## src/rtl/float_mul_arbiter_pkg.sv

```systemverilog
// Shared float constants and the state type for the shared-multiplier arbiter.
// Both the arbiter and the round-robin picker import this package.
package float_mul_arbiter_pkg;

    localparam int float_width      = 32;
    localparam int float_exp_width  = 8;
    localparam int float_mant_width = 23;

    typedef enum logic [1:0] {
        IDLE,
        WAIT,
        RESP
    } e_mul_arb_state;

endpackage

```

## src/rtl/float_mul_arbiter_rr_pick.sv

```systemverilog
// Combinational round-robin picker: first asserted request at or after ptr, wrapping.
// Usable by any shared float unit that needs a fair requester choice.
module rr_pick #(
    parameter int N  = 4,
    parameter int IW = (N > 1) ? $clog2(N) : 1
) (
    input  logic [N-1:0]  req,
    input  logic [IW-1:0] ptr,
    output logic [IW-1:0] grant,
    output logic          valid
);

    // Scan from the farthest offset down so the nearest requester wins last.
    always_comb begin
        grant = ptr;
        valid = 1'b0;
        for (int off = N - 1; off >= 0; off--) begin
            if (req[(int'(ptr) + off) % N]) begin
                grant = IW'((int'(ptr) + off) % N);
                valid = 1'b1;
            end
        end
    end

endmodule

```

## src/rtl/float_mul_arbiter.sv

```systemverilog
// Shares one multi-cycle float multiplier among NUM_CLIENTS requesters, one op in flight,
// round-robin grant, per-client one-cycle ack, and a watchdog that aborts a hung op.
module float_mul_arbiter
    import float_mul_arbiter_pkg::*;
#(
    parameter int NUM_CLIENTS    = 4,
    parameter int TIMEOUT_CYCLES = 64
) (
    input  logic                               clk,
    input  logic                               rst,
    input  logic [NUM_CLIENTS-1:0]             cli_req,
    input  logic [NUM_CLIENTS*float_width-1:0] cli_a,
    input  logic [NUM_CLIENTS*float_width-1:0] cli_b,
    output logic [NUM_CLIENTS-1:0]             cli_ack,
    output logic [float_width-1:0]             cli_out,
    output logic                               cli_err,
    output logic                               mul_req,
    output logic [float_width-1:0]             mul_a,
    output logic [float_width-1:0]             mul_b,
    input  logic                               mul_ack,
    input  logic [float_width-1:0]             mul_out,
    output logic                               busy
);

    localparam int IW = $clog2(NUM_CLIENTS);
    localparam int WW = $clog2(TIMEOUT_CYCLES);

    e_mul_arb_state          state_reg, state_next;
    logic [IW-1:0]           ptr_reg, ptr_next;
    logic [IW-1:0]           grant_reg, grant_next;
    logic [WW-1:0]           wd_reg, wd_next;
    logic [NUM_CLIENTS-1:0]  ack_reg, ack_next;
    logic [float_width-1:0]  out_reg, out_next;
    logic                    err_reg, err_next;
    logic                    mul_req_reg, mul_req_next;
    logic [float_width-1:0]  mul_a_reg, mul_a_next;
    logic [float_width-1:0]  mul_b_reg, mul_b_next;
    logic                    busy_reg, busy_next;

    logic [IW-1:0]           pick_grant;
    logic                    pick_valid;

    rr_pick #(
        .N  (NUM_CLIENTS),
        .IW (IW)
    ) u_rr_pick (
        .req   (cli_req),
        .ptr   (ptr_reg),
        .grant (pick_grant),
        .valid (pick_valid)
    );

    always_comb begin
        state_next   = state_reg;
        ptr_next     = ptr_reg;
        grant_next   = grant_reg;
        wd_next      = wd_reg;
        ack_next     = '0;
        out_next     = '0;
        err_next     = 1'b0;
        mul_req_next = 1'b0;
        mul_a_next   = mul_a_reg;
        mul_b_next   = mul_b_reg;
        busy_next    = busy_reg;
        case (state_reg)
            IDLE: begin
                if (pick_valid) begin
                    grant_next   = pick_grant;
                    mul_a_next   = cli_a[pick_grant*float_width +: float_width];
                    mul_b_next   = cli_b[pick_grant*float_width +: float_width];
                    mul_req_next = 1'b1;
                    wd_next      = '0;
                    ptr_next     = (pick_grant == IW'(NUM_CLIENTS - 1)) ? '0 : pick_grant + 1'b1;
                    busy_next    = 1'b1;
                    state_next   = WAIT;
                end
            end
            WAIT: begin
                wd_next = wd_reg + 1'b1;
                // A real result beats the watchdog if both land on the same edge.
                if (mul_ack) begin
                    out_next            = mul_out;
                    ack_next[grant_reg] = 1'b1;
                    state_next          = RESP;
                end else if (wd_reg == WW'(TIMEOUT_CYCLES - 1)) begin
                    ack_next[grant_reg] = 1'b1;
                    err_next            = 1'b1;
                    state_next          = RESP;
                end
            end
            RESP: begin
                busy_next  = 1'b0;
                state_next = IDLE;
            end
            default: begin
                busy_next  = 1'b0;
                state_next = IDLE;
            end
        endcase
    end

    always_ff @(posedge clk or negedge rst) begin
        if (!rst) begin
            state_reg   <= IDLE;
            ptr_reg     <= '0;
            grant_reg   <= '0;
            wd_reg      <= '0;
            ack_reg     <= '0;
            out_reg     <= '0;
            err_reg     <= 1'b0;
            mul_req_reg <= 1'b0;
            mul_a_reg   <= '0;
            mul_b_reg   <= '0;
            busy_reg    <= 1'b0;
        end else begin
            state_reg   <= state_next;
            ptr_reg     <= ptr_next;
            grant_reg   <= grant_next;
            wd_reg      <= wd_next;
            ack_reg     <= ack_next;
            out_reg     <= out_next;
            err_reg     <= err_next;
            mul_req_reg <= mul_req_next;
            mul_a_reg   <= mul_a_next;
            mul_b_reg   <= mul_b_next;
            busy_reg    <= busy_next;
        end
    end

    assign cli_ack = ack_reg;
    assign cli_out = out_reg;
    assign cli_err = err_reg;
    assign mul_req = mul_req_reg;
    assign mul_a   = mul_a_reg;
    assign mul_b   = mul_b_reg;
    assign busy    = busy_reg;

    assert property (@(posedge clk) disable iff (!rst) !$isunknown(cli_req));
    assert property (@(posedge clk) disable iff (!rst) !$isunknown(mul_ack));

endmodule

```

## config.mk

```make
export PLATFORM = sky130hd
export DESIGN_NAME = float_mul_arbiter
export DESIGN_NICKNAME = d
export VERILOG_FILES = /design/src/rtl/float_mul_arbiter_pkg.sv /design/src/rtl/float_mul_arbiter_rr_pick.sv /design/src/rtl/float_mul_arbiter.sv
export SDC_FILE = /design/constraint.sdc
export NUM_CORES = 1
export LEC_CHECK = 0
export ABC_CLOCK_PERIOD_IN_PS = 2000
export CAP_MARGIN = 20
export CORE_ASPECT_RATIO = 0.5
export CORE_MARGIN = 4
export CORE_UTILIZATION = 34
export CTS_CLUSTER_SIZE = 28
export DETAILED_ROUTE_END_ITERATION = 7
export PLACE_DENSITY = 0.88
export SYNTH_ARGS = -nofsm -noshare
export SYNTH_HDL_FRONTEND = slang
export SYNTH_SLANG_ARGS = --single-unit
export TNS_END_PERCENT = 20
```

## constraint.sdc

```tcl
create_clock -name clk -period 2 [get_ports clk]
set_clock_uncertainty 0.2 [all_clocks]
set_input_delay 0.2 -clock clk [delete_from_list [all_inputs] [get_ports clk]]
set_output_delay 0.2 -clock clk [all_outputs]
set_load 0.01 [all_outputs]
```

==> run metrics <==
outcome finished with violations; violated checks setup timing; Post-Place Worst Slack -483 ps; gr ovfl total 0; CTS buffer count 17; Pint 0.00942 W; Die Ht 104 µm; Setup TNS -7000 ps; utilization after layout 67.7%; DRT antenna net count 0; GRT busiest layer met2; dpl cell area 10800 µm²; Max-slew headroom 69.6%; clk sinks 115; GR Util met3 5.30%; Comb pwr share 55.5%; cell area after synthesis 6290 µm²; Highest Clock Rate 0.457 GHz; YS warnings 0; CP required 2090 ps; Post-synth top flop dfrtp_1; Final WS setup -187 ps; Ant. Diodes 0; global routing usage on met1 31.8%; port buffer count 397; fin area 12000 µm²; most common cell after layout, fill and taps aside clkdlybuf4s50_1; RSZ-0062 raised after global routing yes; fin nets 1359; Pleak 5.08 nW; HP Class in2async; r2r endpoint mul_a[11]; Hold Fails Final Rpt 0; area grow syn2layout 90.9%; initial antenna violation count 0; Yosys cell types 34; DIE AREA 20900 µm²; H-tree depth 4; Syn Nets 958; Least-Margin Pin Slew 456 ps; final setup vio count 64; Seq pwr share 24.4%; Sw Ratio 39.5%; pwr dens 1300 nW/µm²; CTS tree done; Cells after Synth 662; vias 7160; Tmin final 2190 ps; num rows 34; CP Launch Type flop; Max Root-Sink Buffers 2; r2r setup slk -190 ps; Critical Path AT 2280 ps; CP endpoint mul_a[11]; Die Wd 200 µm; max-cap violation count 0; syn_area_per_cell 9.50 µm²; Worst Setup SP ptr_reg[1]; clock power share 20.2%; Async SR Flop Fraction 100%; CP Capture Type flop; Yosys reg bits 115; power after layout 0.0156 W; most frequent cells in the layout clkdlybuf4s50_1 (396), dfrtp_1 (115), nor2_1 (71); share of cells above drive strength 1 16.1%; Initial Utilization 35.5%; Routed WL 28.7 mm; FF-to-FF path depth 7; largest net degree at the start of global routing 61; vias in the first global route 7403; Final period util 109%; Post-synth EDFFs 0; GPL Wtd Cong 0.911; Slew Viols, Final 0; reg2reg start ptr_reg[1]; Tot GR Track Use 25.5%; clk slew on worst S/H paths 60 ps; drt drc 0; core area 17700 µm²; DR iter-0 viols 626; Ports 398; drt pass-1 iters 5; CTS root buf clkbuf_16; Seq/Total Area, Yosys 45.7%; met2 Use GR 44.0%; DP HPWL 20.6 mm; switching pwr 0.00615 W; Crit Path Class reg2reg; VDD IR max 0.664 mV; post-DR wirelength/cell 21.9 µm; CP max FO 20; first-pass GRT wire length 42.4 mm; worst skew pair latency 410 ps; Vias/cell 5.47
-- cells in the mapped netlist (6+ instances only) --
cell / number / area share, %
nor2_1: 72 / 4.3
nand2_1: 12 / 0.72
o21ai_0: 11 / 0.88
mux2i_1: 64 / 10
buf_6: 6 / 1.1
buf_2: 7 / 0.56
a211oi_1: 118 / 14
clkbuf_1: 48 / 2.9
dfrtp_1: 115 / 46
a211oi_2: 10 / 2.0
and3_1: 34 / 3.4
a31oi_1: 64 / 6.4
inv_1: 66 / 3.9
-- worst min path at each step --
stage | slack, ps | end | cells past startpoint | start
global placement | -30 | cli_out[24] | 1 | rst
detailed placement | -20 | cli_out[21] | 1 | rst
CTS | 90 | cli_out[21] | 2 | rst
global route | 110 | cli_out[24] | 2 | rst
floorplan | -300 | busy | 0 | rst
finish | 90 | cli_out[24] | 2 | rst
-- layer usage --
layer | routed length, µm | part of all wire (%)
met4 | 919 | 3.2
met3 | 1740 | 6.1
met2 | 14500 | 51
met5 | 0 | 0
met1 | 11500 | 40
-- layout make-up --
class                           count  area (µm²)
Tap cell                          234         293
Multi-Input combinational cell    415        3300
Clock buffer                       17         425
Timing Repair Buffer              447        4690
Inverter                           67         251
Sequential cell                   115        2880
Clock inverter                     15         174
Fill cell                        1293        5730
-- repair_timing --
action                                  in CTS  in global routing
hold endpoints to repair                   115                  0
gates cloned                                 2                  2
hold buffers                                 1                  0
endpoints found under the setup margin      64                 64
buffers inserted                             2                  1
gates resized for setup                     43                 42
pin swaps                                   37                 11
-- per-stage QoR --
| stage | hold slack (ps) | std cells |
|---|---|---|
| floorplan | -296 | 662 |
| global placement | -33.8 | 1270 |
| detailed placement | -21.5 | 1270 |
| CTS | 89.1 | 1307 |
| global route | 115 | 1310 |
| finish | 86.8 | 1310 |
-- cells by family after synthesis --
family                     synth area share [%]
AOI/OAI and AO/OA                          24.4
xor gates and xnor gates                  0.278
muxes                                      10.2
adders and majority gates                 0.199
DFF                                        45.7
buffers and inverters                      8.97
and+or+nand+nor                            10.2
-- worst max-delay path, cell delays in order (launching register included) --
cell	delay, ps
dfrtp_1	370
buf_6	120
nor3_2	30
or4_4	480
a21o_4	300
buf_16	190
a211oi_1	270
a211oi_1	80
-- power by group through the flow --
| stage | combinational [W] | sequential, W | clock, W |
|---|---|---|---|
| 2_1_floorplan | 0.00339 | 0.00406 | 0 |
| 3_3_place_gp | 0.00743 | 0.00374 | 0 |
| 3_5_place_dp | 0.00765 | 0.00378 | 0 |
| 4_1_cts | 0.00812 | 0.00377 | 0.00319 |
| 5_1_grt | 0.00912 | 0.00386 | 0.00330 |
| 6_report | 0.00864 | 0.00379 | 0.00314 |
Power figures use the tool's default switching activity.
